### config.mk
export PLATFORM = sky130hd
export DESIGN_NAME = program_image_loader
export DESIGN_NICKNAME = d
export VERILOG_FILES = /design/src/rtl/program_image_loader.sv
export SDC_FILE = /design/constraint.sdc
export NUM_CORES = 1
export LEC_CHECK = 0
export ABC_AREA = 1
export ABC_CLOCK_PERIOD_IN_PS = 3700
export BUFFER_PORTS_ARGS = -buffer_cell sky130_fd_sc_hd__clkbuf_2
export CORE_AREA = 5 5 113 115
export DETAILED_ROUTE_END_ITERATION = 12
export DIE_AREA = 0 0 118 120
export MAX_ROUTING_LAYER = met4
export SYNTH_ARGS = -nofsm -noshare
export SYNTH_HDL_FRONTEND = slang
export SYNTH_SLANG_ARGS = --single-unit
### constraint.sdc
create_clock -name clk -period 3.7 [get_ports clk]
set_input_delay 1.11 -clock clk [delete_from_list [all_inputs] [get_ports clk]]
set_output_delay 1.11 -clock clk [all_outputs]
set_load 0.01 [all_outputs]
### src/rtl/program_image_loader.sv
// program_image_loader: boot-time loader that unpacks a 32-bit word stream into
// little-endian byte writes and holds the core in reset until the image is in memory.
// Define LOADER_ZERO_FILL_EN to zero the memory tail after the last image byte.
module program_image_loader #(
  parameter int ADDR_W    = 12,
  parameter int BASE_ADDR = 0
) (
  input  logic              clk,
  input  logic              reset,
  input  logic              in_valid,
  input  logic [31:0]       in_data,
  input  logic              in_last,
  output logic              in_ready,
  output logic              mem_we,
  output logic [ADDR_W-1:0] mem_addr,
  output logic [7:0]        mem_wdata,
  output logic              cpu_reset,
  output logic              load_done,
  output logic              overflow,
  output logic [ADDR_W-2:0] word_count
);

`ifdef LOADER_ZERO_FILL_EN
  typedef enum logic [1:0] {ST_ACCEPT, ST_WRITE, ST_FILL, ST_DONE} state_e;
`else
  typedef enum logic [1:0] {ST_ACCEPT, ST_WRITE, ST_DONE} state_e;
`endif

  localparam logic [ADDR_W-1:0] BASE    = ADDR_W'(BASE_ADDR);
  localparam logic [ADDR_W-2:0] CNT_MAX = '1;

  state_e            state_q, state_d;
  logic [1:0]        byte_idx_q, byte_idx_d;
  logic [31:0]       word_q, word_d;
  logic              last_q, last_d;
  logic              in_ready_q, in_ready_d;
  logic              mem_we_q, mem_we_d;
  logic [ADDR_W-1:0] mem_addr_q, mem_addr_d;
  logic [7:0]        mem_wdata_q, mem_wdata_d;
  logic              cpu_reset_q, cpu_reset_d;
  logic              load_done_q, load_done_d;
  logic              overflow_q, overflow_d;
  logic [ADDR_W-2:0] word_count_q, word_count_d;
  logic [ADDR_W-1:0] addr_next;

  always_comb begin
    // NOTE: every signal gets its hold/idle value first so no path leaves one unassigned (no latches).
    state_d      = state_q;
    byte_idx_d   = byte_idx_q;
    word_d       = word_q;
    last_d       = last_q;
    in_ready_d   = 1'b0;
    mem_we_d     = 1'b0;
    mem_addr_d   = mem_addr_q;
    mem_wdata_d  = mem_wdata_q;
    cpu_reset_d  = cpu_reset_q;
    load_done_d  = load_done_q;
    overflow_d   = overflow_q;
    word_count_d = word_count_q;
    addr_next    = mem_addr_q + 1'b1;

    case (state_q)
      ST_ACCEPT: begin
        if (in_valid && in_ready_q) begin
          word_d      = in_data;
          last_d      = in_last;
          byte_idx_d  = 2'd0;
          mem_we_d    = 1'b1;
          mem_wdata_d = in_data[7:0];
          state_d     = ST_WRITE;
          if (word_count_q != CNT_MAX) word_count_d = word_count_q + 1'b1;
        end else begin
          in_ready_d = 1'b1;
        end
      end

      ST_WRITE: begin
        mem_addr_d = addr_next;
        if (byte_idx_q != 2'd3) begin
          byte_idx_d  = byte_idx_q + 2'd1;
          mem_we_d    = 1'b1;
          mem_wdata_d = word_q[{byte_idx_d, 3'b000} +: 8];
        end else if (last_q) begin
`ifdef LOADER_ZERO_FILL_EN
          // A wrapped address means the image already ends at the top of memory.
          if (addr_next != '0) begin
            state_d     = ST_FILL;
            mem_we_d    = 1'b1;
            mem_wdata_d = 8'h00;
          end else begin
            state_d     = ST_DONE;
            load_done_d = 1'b1;
          end
`else
          state_d     = ST_DONE;
          load_done_d = 1'b1;
`endif
        end else if (addr_next == '0) begin
          state_d     = ST_DONE;
          load_done_d = 1'b1;
          overflow_d  = 1'b1;
        end else begin
          state_d    = ST_ACCEPT;
          in_ready_d = 1'b1;
        end
      end

`ifdef LOADER_ZERO_FILL_EN
      ST_FILL: begin
        if (mem_addr_q == '1) begin
          state_d     = ST_DONE;
          load_done_d = 1'b1;
        end else begin
          mem_addr_d  = addr_next;
          mem_we_d    = 1'b1;
          mem_wdata_d = 8'h00;
        end
      end
`endif

      ST_DONE: begin
        cpu_reset_d = 1'b0;
      end

      default: begin
        state_d = ST_ACCEPT;
      end
    endcase
  end

  always_ff @(posedge clk) begin
    // NOTE: non-blocking assignments so every flop samples pre-edge values regardless of order.
    if (reset) begin
      state_q      <= ST_ACCEPT;
      byte_idx_q   <= 2'd0;
      word_q       <= 32'h0;
      last_q       <= 1'b0;
      in_ready_q   <= 1'b0;
      mem_we_q     <= 1'b0;
      mem_addr_q   <= BASE;
      mem_wdata_q  <= 8'h00;
      cpu_reset_q  <= 1'b1;
      load_done_q  <= 1'b0;
      overflow_q   <= 1'b0;
      word_count_q <= '0;
    end else begin
      state_q      <= state_d;
      byte_idx_q   <= byte_idx_d;
      word_q       <= word_d;
      last_q       <= last_d;
      in_ready_q   <= in_ready_d;
      mem_we_q     <= mem_we_d;
      mem_addr_q   <= mem_addr_d;
      mem_wdata_q  <= mem_wdata_d;
      cpu_reset_q  <= cpu_reset_d;
      load_done_q  <= load_done_d;
      overflow_q   <= overflow_d;
      word_count_q <= word_count_d;
    end
  end

  assign in_ready   = in_ready_q;
  assign mem_we     = mem_we_q;
  assign mem_addr   = mem_addr_q;
  assign mem_wdata  = mem_wdata_q;
  assign cpu_reset  = cpu_reset_q;
  assign load_done  = load_done_q;
  assign overflow   = overflow_q;
  assign word_count = word_count_q;

endmodule

# Word level (Yosys, flattened, before mapping)
# Index checks and enable logic that the tools add are counted.
# Widths: inputs -> output; s select.
# totals
regBits	73
latchBits	0
mem_bits_rw	0
mem_bits_ro	0
input_bits	36
wordCells	58
n_memories	0
# op_classes
addsub	3
n_mul	0
div	0
order_cmp	0
eq_ne	7
shift	1
mux	21
n_bitwise	3
reduce_logical	11
# op_table
operator	count
$shiftx 32x6->8	1
$mux 8	2
$pmux 8 s2	1
$add 12x1->12 const B	1
$logic_not 12->1	1
$mux 2	6
$reduce_and 3->1	4
$add 11x1->11 const B	1
$ne 11x11->1 const B	1
$mux 1	8
$ne 2x2->1 const B	4
$pmux 2 s3	1
$pmux 1 s2	2
$pmux 2 s2	1
$reduce_and 4->1	1
$reduce_bool 2->1	2
$not 1->1	3
$add 2x1->2 const B	1
$eq 2x1->1 const B	1
$eq 2x2->1 const B	1
$logic_not 2->1	1
$reduce_and 2->1	1
$logic_and 1x1->1	1

# Depth between registers and ports, before layout
# Gate-level depths: netlist of run 1.
# depth
word_depth	6
ltp_mapped	12

# Worst setup path after synthesis of run 1
# OpenSTA, ideal clock, no wires.
# synth_path
path_kind	input -> register
startpoint	input in_valid
endpoint	register mem_wdata_q[6] (netlist: mem_wdata[6])
setup_time_ns	0.119
t_arrival_ns	1.941
required_ns	3.581
path_slack_ns	1.639
cell_stages	6
path_buffers	1
cell_sequence	nand2_1 -> nor3_4 -> nor2_1 -> buf_2 -> a21oi_1 -> a21oi_1
# synth_via
elab_chain_cells	3
# synth_rtl
element	line_no	text
from (decl)	10	input logic in_valid,
$logic_and 1x1->1	64	if (in_valid && in_ready_q) begin
$ne 2x2->1 (no source line)	--	
$reduce_and 3->1 (no source line)	--	
to (signal assigned)	154	mem_wdata_q <= mem_wdata_d;
to (decl)	39	logic [7:0] mem_wdata_q, mem_wdata_d;
# No other way between the ends.
# A chain may end at the register's enable or synchronous reset.

# Final worst setup path of run 1
# layout_path
startpoint	input in_valid
endpoint	register mem_wdata_q[7] (netlist: mem_wdata[7])
# The elaborated chain is that of the path after synthesis.

==> metrics.md, run 1 <==
| Metric | Value |
|---|---|
| Yosys cell types | 29 |
| Syn Std Cell Area | 3410 µm² |
| DR vias/cell | 4.65 |
| Setup TNS | 0 ps |
| Gr usage total | 0.133 |
| Post-CTS sizing | 0 |
| FMAX | 446 MHz |
| Crit path max fanout | 36 |
| FF+latch count, synth | 73 |
| Largest net degree at the start of global routing | 48 |
| Setup bufs post-CTS | 0 |
| Wire per inst | between 10 and 15 µm |
| Layout area overhead | 22.6% |
| Commonest non-fill, non-tap cells in the layout | nor2_1 (108), o21ai_0 (74), dfxtp_1 (73) |
| First-pass GRT wire length | 15.1 mm |
| Initial DRC count | 153 |
| Mean area per synthesized cell | 6.96 µm² |
| Net Sw Frac | 0.283 |
| DRC viols | 0 |
| Final min period | 2240 ps |
| Root buffer selected by CTS | clkbuf_16 |
| Post-DP HPWL | approximately 6.6 mm |
| YS warnings | 0 |
| Clock Latency Late Sink | 340 ps |
| Diode count | 0 |
| Min-delay worst type | reg2reg |
| Max Cap Viol | 0 |
| Full die area | 14,200 µm² |
| Share of power burned in combinational logic | 0.126 |
| Syn Inst Count | 489 |
| Critical path capture point type | flop |
| Initial antenna violation count | 0 |
| Io pins | 72 |
| Main area contributors after synthesis | dfxtp_1 (43%), nor2_1 (12%), o21ai_0 (11%) |
| Core box area | between 10,000 and 15,000 µm² |
| Syn_nets | about 530 |
| Slowest cell on crit path | buf_4 |
| Tcrit/Tclk final | 0.605 |
| Most used cell, CP | buf_4 |
| Hold Path Depth | 2 |
| Top-area cell type share of the netlist area | 0.429 |
| Final Slew Violations | 0 |
| Register area share after synthesis | 0.429 |
| Fill count | 1,313 |
| Worst path cell trace | clkbuf_2, nand2_1, nor3_4, buf_4, nor2_1, buf_4, inv_1, o21ai_0, a21oi_1 |
| Net Sw Power | approximately 580 µW |
| Clk slew on worst S/H paths | ~60 ps |
| PwrDens | between 400 and 500 nW/µm² |
| Setup CP Type | in2reg |
| CTS sink count | 73 |
| Number of CTS-inserted buffers | 9 |
| CP startpoint kind | primary input |
| CP Data Required Time | about 4000 ps |
| Clk_skew | 9.17 ps |
| Crit path largest cell delay | 340 ps |
| # hold bufs at CTS | 0 |
| Clock share of power | 0.442 |
| Final-stage net count | around 590 |
| Vias in the first global route | 3,203 |
| Commonest non-fill, non-tap cell in the layout | nor2_1 |
| Final hold viol count | 0 |
| H-tree Lvls | 3 |
| Pint | 1470 µW |
| ANT nets after route | 0 |
| Crit path DAT | roughly 2500 ps |
| DIE WIDTH | 118 µm |
| Gr ovfl total | 0 |
| Reg power frac | 0.431 |
| Initial DRT Pass Iterations | 4 |
| Rows | 40 |
| Max transition margin | 0.591 |
| CTS tree | yes |
| P_leak | 0.00190 µW |
| RSZ-0062 raised after global routing | no |
| Pwr Total | 2050 µW |
| Routed via count | 3,274 |
| DIE HEIGHT | ~120 µm |
| Share of cells above drive strength 1 | 0.199 |
| Worst vdd ir | 0.000199 V |
| Outcome | complete, no violations |
| Post-synth top area cell | dfxtp_1 |
| Final wirelength | 9.16 mm |
| Worst reg-to-reg path cell count | 9 |
| Slew @ Worst Pin | between 600 and 700 ps |
| Final GP Congestion | 0.783 |
| CTS Buffer Depth | 2 |
| Final setup vio count | 0 |
| Worst hold margin | 446 ps |
| Initial Utilization | 0.291 |
| Input/output buffers | 71 |
[cell usage after synthesis (all sizes together)]
master  instances
o22ai           8
nor3            9
xnor2           3
inv            45
nor2          112
ha              4
a31oi           1
dfxtp          73
nand3          16
xor2            3
buf             6
a21oi          36
nand4           4
o21ai          77
o211ai          2
nand2          74
clkbuf         16
[area by class of cell]
class	count	area, µm²	area share
inverter	45	169	0.0405
clock inverter	7	85.1	0.0204
tap	147	184	0.0441
sequential	73	1460	0.350
timing repair buffer	74	378	0.0905
clock buffer	9	225	0.0539
multi-input combinational	349	1670	0.401
[state kept, by name (all words and copies together) (netlist names)]
register	flops
byte_idx_q	2
cpu_reset	1
in_ready	1
last_q	1
load_done	1
mem_addr	12
mem_wdata	8
mem_we	1
overflow	1
state_q	2
word_count	11
word_q	32
[power groups by stage]
stage               clock, µW  combinational, µW  sequential, µW
finish                    909                259             886
detailed placement          0                262             903
CTS                       928                263             886
global route              960                299             894
floorplan                   0                168             899
global placement            0                257             903
[stage by stage]
step / setup slack [ps] / instance area, µm² / utilization / instances
after floorplan: 1640 / 3410 / - / 489
after global placement: 1180 / 3860 / 0.330 / 688
after detailed placement: 1110 / 3860 / 0.330 / 688
after CTS: 1460 / 4180 / 0.357 / 704
after global routing: 1230 / 4180 / 0.357 / 704
final: 1460 / 4180 / 0.357 / 704
[layer usage]
layer	GRT usage	wire length [µm]
met1	0.162	4260
met3	0.0269	337
met4	0.0430	110
met2	0.220	4450
met5	-	0
[worst max-delay path: cells and delay by family]
family	cells	cell delay, ps
AOI/OAI and AO/OA	2	250
buffers and inverters	4	820
and+or+nand+nor	3	300
[logic make-up (layout without fill, tap and decap cells)]
logic type / after synthesis / after routing / share of synthesized area
compound gates: 124 / 124 / 0.195
fa+ha+maj: 4 / 4 / 0.0147
flops: 73 / 73 / 0.429
buf+inv: 67 / 135 / 0.0797
xor+xnor: 6 / 6 / 0.0154
simple gates: 215 / 215 / 0.266
[final timing paths]
| check | startpoint | endpoint | slack [ps] |
|---|---|---|---|
| max | in_valid | mem_wdata[7]$_SDFFE_PP0P_ | 1460 |
| min | overflow$_SDFFE_PP0P_ | overflow$_SDFFE_PP0P_ | 450 |
| max reg2reg | state_q[0]$_SDFFE_PP0P_ | mem_wdata[7]$_SDFFE_PP0P_ | 1640 |
| min reg2reg | overflow$_SDFFE_PP0P_ | overflow$_SDFFE_PP0P_ | 450 |
(Power assumes the default switching activity.)
==> inputs of run 2 (changes only) <==
--- a/config.mk
+++ b/config.mk
@@ -6,7 +6,7 @@
 export NUM_CORES = 1
 export LEC_CHECK = 0
 export ABC_AREA = 1
-export ABC_CLOCK_PERIOD_IN_PS = 3700
+export ABC_CLOCK_PERIOD_IN_PS = 2009
 export BUFFER_PORTS_ARGS = -buffer_cell sky130_fd_sc_hd__clkbuf_2
 export CORE_AREA = 5 5 113 115
 export DETAILED_ROUTE_END_ITERATION = 12
==> constraint.sdc (replaced) <==
create_clock -name clk -period 2.01 [get_ports clk]
set_input_delay 0.603 -clock clk [delete_from_list [all_inputs] [get_ports clk]]
set_output_delay 0.603 -clock clk [all_outputs]
set_load 0.01 [all_outputs]
==> metrics.md, run 2 (synthesized netlist as in run 1, its figures left out) <==
| Metric | Value |
|---|---|
| Io pins | 72 (unchanged) |
| Rows | 40 (unchanged) |
| Initial antenna violation count | 0 (unchanged) |
| Diode count | 0 (unchanged) |
| Gr usage total | 0.135 (was 0.133) |
| Clock Latency Late Sink | 330 ps (was 340 ps) |
| Post-CTS sizing | 0 (unchanged) |
| CTS sink count | 73 (unchanged) |
| CTS Buffer Depth | 2 (unchanged) |
| Commonest non-fill, non-tap cells in the layout | nor2_1 (108), o21ai_0 (74), dfxtp_1 (73) (unchanged) |
| Max transition margin | 0.634 (was 0.591) |
| Pwr Total | 3750 µW (was 2050 µW) |
| # hold bufs at CTS | 0 (unchanged) |
| Setup TNS | 0 ps (unchanged) |
| Final GP Congestion | 0.889 (was 0.783) |
| Crit path DAT | 2030 ps (was 2500 ps) |
| Share of power burned in combinational logic | 0.132 (was 0.126) |
| Fill count | 1,291 (was 1,313) |
| Slowest cell on crit path | dfxtp_1 (was buf_4) |
| PwrDens | 889 nW/µm² (was 492 nW/µm²) |
| Final-stage net count | 597 (was 592) |
| DIE WIDTH | 118 µm (unchanged) |
| Clock share of power | 0.435 (was 0.442) |
| H-tree Lvls | 3 (unchanged) |
| DP Cell Count | 693 (was 688) |
| CP startpoint kind | flop (was primary input) |
| Share of cells above drive strength 1 | 0.205 (was 0.199) |
| FF-to-FF Start | mem_addr[1]$_SDFFE_PP0P_ (was state_q[0]$_SDFFE_PP0P_) |
| Number of CTS-inserted buffers | 9 (unchanged) |
| Largest reg by FF count | word_q (unchanged) |
| Routed via count | 3,368 (was 3,274) |
| Worst path cell trace | ha_1, nand2_1, nor2_1, nand3_1, nand2_1, nand3_1, nor2_1, nand2_1, nand2_1, nand2_1, a21oi_1 (was clkbuf_2, nand2_1, nor3_4, buf_4, nor2_1, buf_4, inv_1, o21ai_0, a21oi_1) |
| Final min period | 1770 ps |
| Gr ovfl total | 0 (unchanged) |
| Final Slew Violations | 0 (unchanged) |
| First-pass GRT wire length | 15.4 mm (was 15.1 mm) |
| Clk slew on worst S/H paths | 60 ps (about the same) |
| CP Data Required Time | 2270 ps (was 3960 ps) |
| Net Sw Power | 991 µW (was 582 µW) |
| Hold Path Depth | 2 (unchanged) |
| Tcrit/Tclk final | 0.878 |
| Worst reg-to-reg path cell count | 11 (was 9) |
| Critical path capture point type | flop (unchanged) |
| Max reg flops | 32 (unchanged) |
| Worst vdd ir | 0.000316 V (was 0.000199 V) |
| Input/output buffers | 71 (unchanged) |
| Setup CP Type | reg2reg (was in2reg) |
| Wire per inst | 13.0 µm (about the same) |
| Min-delay worst type | reg2reg (unchanged) |
| Outcome | complete, no violations (unchanged) |
| Reg power frac | 0.432 (was 0.431) |
| ANT nets after route | 0 (unchanged) |
| Slew @ Worst Pin | 549 ps (was 613 ps) |
| Commonest non-fill, non-tap cell in the layout | nor2_1 (unchanged) |
| Largest net degree at the start of global routing | 55 (was 48) |
| Layout area overhead | 24.0% (was 22.6%) |
| Final hold viol count | 0 (unchanged) |
| Crit path max fanout | 6 (was 36) |
| FMAX | 567 MHz |
| Net Sw Frac | 0.264 (was 0.283) |
| Setup crit end | state_q[1]$_SDFFE_PP0P_ (was mem_wdata[7]$_SDFFE_PP0P_) |
| Crit path largest cell delay | 420 ps (was 340 ps) |
| DR vias/cell | 4.75 (was 4.65) |
| P_leak | 0.00192 µW (was 0.00190 µW) |
| Clk_skew | 7.46 ps (was 9.17 ps) |
| Initial DRT Pass Iterations | 4 (unchanged) |
| Core box area | 11,700 µm² (unchanged) |
| Root buffer selected by CTS | clkbuf_16 (unchanged) |
| CTS tree | yes (unchanged) |
| Setup bufs post-CTS | 0 (unchanged) |
| DRC viols | 0 (unchanged) |
| Reg2Reg Capture Point | state_q[1]$_SDFFE_PP0P_ (was mem_wdata[7]$_SDFFE_PP0P_) |
| Initial Utilization | 0.291 (unchanged) |
| Worst R2R Setup Slack | 240 ps (was 1640 ps) |
| Full die area | 14,200 µm² (unchanged) |
| Final setup vio count | 0 (unchanged) |
| Most used cell, CP | nand2_1 (was buf_4) |
| CP Launch Point | mem_addr[1]$_SDFFE_PP0P_ (was in_valid) |
| RSZ-0062 raised after global routing | no (unchanged) |
| Pint | 2760 µW (was 1470 µW) |
| DIE HEIGHT | 120 µm (unchanged) |
| Max Cap Viol | 0 (unchanged) |
| Post-DP HPWL | 6.83 mm (was 6.63 mm) |
| Final wirelength | 9.19 mm (was 9.16 mm) |
| Vias in the first global route | 3,302 (was 3,203) |
| Initial DRC count | 176 (was 153) |
| Final Instance Count excl. Fillers | 709 (was 704) |
[run 2: changes by cell type in the layout (fill, tap and decap cells not counted), sizes merged]
cell,previous run,this run
clkinv,1,2
inv,50,45
clkbuf,80,83
buf,3,8
clkinvlp,0,1
[run 2: metal layers]
| layer | up-vias | track usage | share of wire |
|---|---|---|---|
| met4 | 0 | 0.0609 | 0.012 |
| li1 | 1730 | - | - |
| met5 | - | - | 0 |
| met1 | 1552 | 0.163 | 0.44 |
| met3 | 9 | 0.0259 | 0.048 |
| met2 | 77 | 0.221 | 0.50 |
[run 2: area by class of cell]
| cell class | count | area, µm² | area share |
|---|---|---|---|
| tap | 147 | 184 | 0.0436 |
| clock buffer | 12 | 256 | 0.0607 |
| timing repair buffer | 79 | 428 | 0.101 |
| sequential | 73 | 1460 | 0.346 |
| clock inverter | 4 | 51.3 | 0.0121 |
| inverter | 45 | 169 | 0.0400 |
| multi-input combinational | 349 | 1670 | 0.396 |
[run 2: worst min-delay path by stage]
stage | start | end | slack, ps
floorplan | last_q$_SDFFE_PP0P_ | last_q$_SDFFE_PP0P_ | 440
finish | overflow$_SDFFE_PP0P_ | overflow$_SDFFE_PP0P_ | 450
global placement | load_done$_SDFFE_PP0P_ | load_done$_SDFFE_PP0P_ | 440
detailed placement | overflow$_SDFFE_PP0P_ | overflow$_SDFFE_PP0P_ | 450
global route | cpu_reset$_SDFFE_PP1P_ | cpu_reset$_SDFFE_PP1P_ | 500
CTS | overflow$_SDFFE_PP0P_ | overflow$_SDFFE_PP0P_ | 460
[run 2: metrics by stage]
| stage | instance area [µm²] | hold WS (ps) | setup WS, ps | util |
|---|---|---|---|---|
| 5_1_grt | 4220 | 496 | 6.32 | 0.361 |
| 6_report | 4220 | 452 | 245 | 0.361 |
| 4_1_cts | 4220 | 456 | 210 | 0.361 |
| 2_1_floorplan | 3410 | 445 | 456 | - |
| 3_5_place_dp | 3920 | 447 | 129 | 0.334 |
| 3_3_place_gp | 3920 | 444 | 176 | 0.334 |
[run 2: critical path, delay by kind of cell, from the launching register on]
kind | cells | cell delay (ps)
AOI/OAI and AO/OA | 1 | 130
adders and majority gates | 1 | 230
DFF | 1 | 420
and+or+nand+nor | 9 | 900
[run 2: power groups by stage]
stage	logic [µW]	clock network [µW]	registers (µW)
2_1_floorplan	309	0	1660
5_1_grt	571	1750	1640
4_1_cts	504	1680	1620
6_report	497	1630	1620
3_5_place_dp	502	0	1650
3_3_place_gp	495	0	1650
==> inputs of run 3 (changes only) <==
--- a/config.mk
+++ b/config.mk
@@ -5,13 +5,15 @@
 export SDC_FILE = /design/constraint.sdc
 export NUM_CORES = 1
 export LEC_CHECK = 0
-export ABC_AREA = 1
 export ABC_CLOCK_PERIOD_IN_PS = 2009
 export BUFFER_PORTS_ARGS = -buffer_cell sky130_fd_sc_hd__clkbuf_2
-export CORE_AREA = 5 5 113 115
+export CELL_PAD_IN_SITES_DETAIL_PLACEMENT = 0
+export CELL_PAD_IN_SITES_GLOBAL_PLACEMENT = 1
+export CORE_AREA = 2 2 107 109
 export DETAILED_ROUTE_END_ITERATION = 12
-export DIE_AREA = 0 0 118 120
+export DIE_AREA = 0 0 109 111
 export MAX_ROUTING_LAYER = met4
+export PLACE_DENSITY_LB_ADDON = 0.1
 export SYNTH_ARGS = -nofsm -noshare
 export SYNTH_HDL_FRONTEND = slang
 export SYNTH_SLANG_ARGS = --single-unit
==> metrics.md, run 3 <==
| Metric | Value |
|---|---|
| Outcome | complete, no violations (unchanged) |
| Gr ovfl total | 0 (unchanged) |
| Initial DRC count | 164 (was 176) |
| Pint | 2640 µW (was 2760 µW) |
| Io pins | 72 (unchanged) |
| Final Slew Violations | 0 (unchanged) |
| DIE WIDTH | 109 µm (was 118 µm) |
| Placed cell area | 3880 µm² (was 3920 µm²) |
| Crit path DAT | 2150 ps (was 2030 ps) |
| Diode count | 0 (unchanged) |
| Top-area cell type share of the netlist area | 0.452 (was 0.429) |
| Initial Utilization | 0.292 (was 0.291) |
| Initial DRT Pass Iterations | 4 (unchanged) |
| Share of power burned in combinational logic | 0.104 (was 0.132) |
| Routed via count | 2,856 (was 3,368) |
| ANT nets after route | 0 (unchanged) |
| Crit path max fanout | 6 (unchanged) |
| Clk slew on worst S/H paths | 60 ps (about the same) |
| Most frequent cells after synthesis | nand2_1 (94), dfxtp_1 (73), a21oi_1 (40) (was nor2_1 (108), o21ai_0 (74), dfxtp_1 (73)) |
| Mean area per synthesized cell | 8.54 µm² (was 6.96 µm²) |
| H-tree Lvls | 3 (unchanged) |
| Post-synth EDFFs | 0 (unchanged) |
| Top_reg_cell synth | dfxtp_1 (unchanged) |
| Net Sw Power | 858 µW (was 991 µW) |
| Clk_skew | 6.88 ps (was 7.46 ps) |
| Final Cell Area | 4220 µm² (about the same) |
| Fill count | 1,175 (was 1,291) |
| CTS sink count | 73 (unchanged) |
| Post-DP HPWL | 6.20 mm (was 6.83 mm) |
| Core box area | 11,100 µm² (was 11,700 µm²) |
| Net Sw Frac | 0.245 (was 0.264) |
| Critical path capture point type | flop (unchanged) |
| Root buffer selected by CTS | clkbuf_16 (unchanged) |
| FF+latch count, synth | 73 (unchanged) |
| DIE HEIGHT | 111 µm (was 120 µm) |
| Clock Latency Late Sink | 340 ps (was 330 ps) |
| Final hold viol count | 0 (unchanged) |
| Final wirelength | 8.68 mm (was 9.19 mm) |
| Share of cells above drive strength 1 | 0.287 (was 0.205) |
| Final-stage net count | 502 (was 597) |
| Tcrit/Tclk final | 0.955 (was 0.878) |
| CP startpoint kind | flop (unchanged) |
| Rows | 39 (was 40) |
| Crit path largest cell delay | 470 ps (was 420 ps) |
| Syn Std Cell Area | 3240 µm² (was 3410 µm²) |
| Post-synth top area cell | dfxtp_1 (unchanged) |
| Max reg flops | 32 (unchanged) |
| Initial antenna violation count | 0 (unchanged) |
| Slowest cell on crit path | or4_4 (was dfxtp_1) |
| Max transition margin | 0.655 (was 0.634) |
| Slew @ Worst Pin | 517 ps (was 549 ps) |
| DR vias/cell | 4.68 (was 4.75) |
| Wire per inst | 14.2 µm (was 13.0 µm) |
| PwrDens | 830 nW/µm² (was 889 nW/µm²) |
| Final min period | 1920 ps (was 1770 ps) |
| Main area contributors after synthesis | dfxtp_1 (45%), nand2_1 (11%), a21oi_1 (6.2%) (was dfxtp_1 (43%), nor2_1 (12%), o21ai_0 (11%)) |
| Number of CTS-inserted buffers | 9 (unchanged) |
| Commonest non-fill, non-tap cells in the layout | nand2_1 (94), dfxtp_1 (71), clkbuf_2 (71) (was nor2_1 (108), o21ai_0 (74), dfxtp_1 (73)) |
| Input/output buffers | 71 (unchanged) |
| CP Data Required Time | 2240 ps (was 2270 ps) |
| Syn_nets | 419 (was 529) |
| Min-delay worst type | reg2reg (unchanged) |
| Commonest non-fill, non-tap cell in the layout | nand2_1 (was nor2_1) |
| Full die area | 12,100 µm² (was 14,200 µm²) |
| Most common cell in the synthesized netlist | nand2_1 (was nor2_1) |
| Final core occ | 0.381 (was 0.361) |
| Vias in the first global route | 2,749 (was 3,302) |
| FMAX | 521 MHz (was 567 MHz) |
| Yosys cell types | 47 (was 29) |
| Setup TNS | 0 ps (unchanged) |
| Reg power frac | 0.444 (was 0.432) |
| First-pass GRT wire length | 14.1 mm (was 15.4 mm) |
| Clock share of power | 0.453 (was 0.435) |
| # hold bufs at CTS | 0 (unchanged) |
| P_leak | 0.00167 µW (was 0.00192 µW) |
| Setup CP Type | reg2reg (unchanged) |
| Layout area overhead | 30.4% (was 24.0%) |
| Syn Inst Count | 379 (was 489) |
| DRC viols | 0 (unchanged) |
| Worst path cell trace | buf_4, ha_1, nand2b_1, nor4_1, o211ai_1, or4_4, a21o_2 (was ha_1, nand2_1, nor2_1, nand3_1, nand2_1, nand3_1, nor2_1, nand2_1, nand2_1, nand2_1, a21oi_1) |
| Largest net degree at the start of global routing | 38 (was 55) |
| Final GP Congestion | 0.786 (was 0.889) |
| Final setup vio count | 0 (unchanged) |
| Post-synth ARST share | 0 (unchanged) |
| CTS Buffer Depth | 2 (unchanged) |
| Worst hold margin | 453 ps (was 452 ps) |
| Register area share after synthesis | 0.452 (was 0.429) |
| YS warnings | 0 (unchanged) |
| Gr usage total | 0.155 (was 0.135) |
| Largest reg by FF count | word_q (unchanged) |
| Worst vdd ir | 0.000312 V (was 0.000316 V) |
| Worst reg-to-reg path cell count | 7 (was 11) |
| CTS tree | yes (unchanged) |
| Max Cap Viol | 0 (unchanged) |
| Hold Path Depth | 2 (unchanged) |
run 3: metrics by stage:
step / std cells / setup slack [ps] / total power [µW]
global route: 610 / -1.12 / 3650
global placement: 592 / 71.6 / 1950
detailed placement: 592 / 76.7 / 1960
floorplan: 379 / 29.1 / 1790
finish: 610 / 90.8 / 3500
CTS: 608 / 50.3 / 3550
run 3: layout make-up:
cell class | count | area [µm²] | share of cell area
multi-input cells | 279 | 1710 | 0.405
flip-flops and latches | 73 | 1470 | 0.348
repair buffers | 96 | 556 | 0.132
clock buffers | 15 | 288 | 0.0682
well taps | 143 | 179 | 0.0424
inverters | 3 | 11.3 | 0.00267
clock inverters | 1 | 7.51 | 0.00178
run 3: kinds of logic after synthesis:
logic type / Yosys count / share of synthesized area
compound gates: 69 / 0.135
xor+xnor: 19 / 0.0514
fa+ha+maj: 4 / 0.0155
buf+inv: 27 / 0.0333
flops: 73 / 0.452
mux: 10 / 0.0619
simple gates: 177 / 0.251
run 3: worst paths after layout:
path,startpoint,to,slack [ps]
worst max-delay path,mem_addr[0]$_SDFFE_PP0P_,in_ready$_SDFF_PP0_,90
worst max register to register,mem_addr[0]$_SDFFE_PP0P_,in_ready$_SDFF_PP0_,90
worst min register to register,word_q[8]$_SDFFE_PP0P_,word_q[8]$_SDFFE_PP0P_,450
worst min-delay path,word_q[8]$_SDFFE_PP0P_,word_q[8]$_SDFFE_PP0P_,450
run 3: routing by layer:
| layer | GRT usage | share of wire | routed length (µm) | vias up |
|---|---|---|---|---|
| li1 | - | - | - | 1476 |
| met1 | 0.221 | 0.53 | 4570 | 1314 |
| met2 | 0.212 | 0.42 | 3610 | 56 |
| met3 | 0.0253 | 0.036 | 313 | 10 |
| met4 | 0.0752 | 0.021 | 185 | 0 |
| met5 | - | 0 | 0 | - |
run 3: power groups by stage:
stage / clock network [µW] / registers [µW] / logic, µW
after floorplan: 0 / 1590 / 198
after global placement: 0 / 1580 / 369
after detailed placement: 0 / 1590 / 369
after CTS: 1620 / 1560 / 370
after global routing: 1680 / 1560 / 406
final: 1590 / 1550 / 363
run 3: critical path, delay by kind of cell (launching register included):
family,cells,cell delay (ps)
AOI/OAI and AO/OA,2,370
adders and majority gates,1,190
buffers and inverters,1,150
DFF,1,380
and+or+nand+nor,3,720
run 3: timing repair:
item | 4_1_cts | 5_1_grt
endpoints found under the setup margin | 0 | 4
gates resized for setup | 0 | 5
setup buffers | 0 | 2
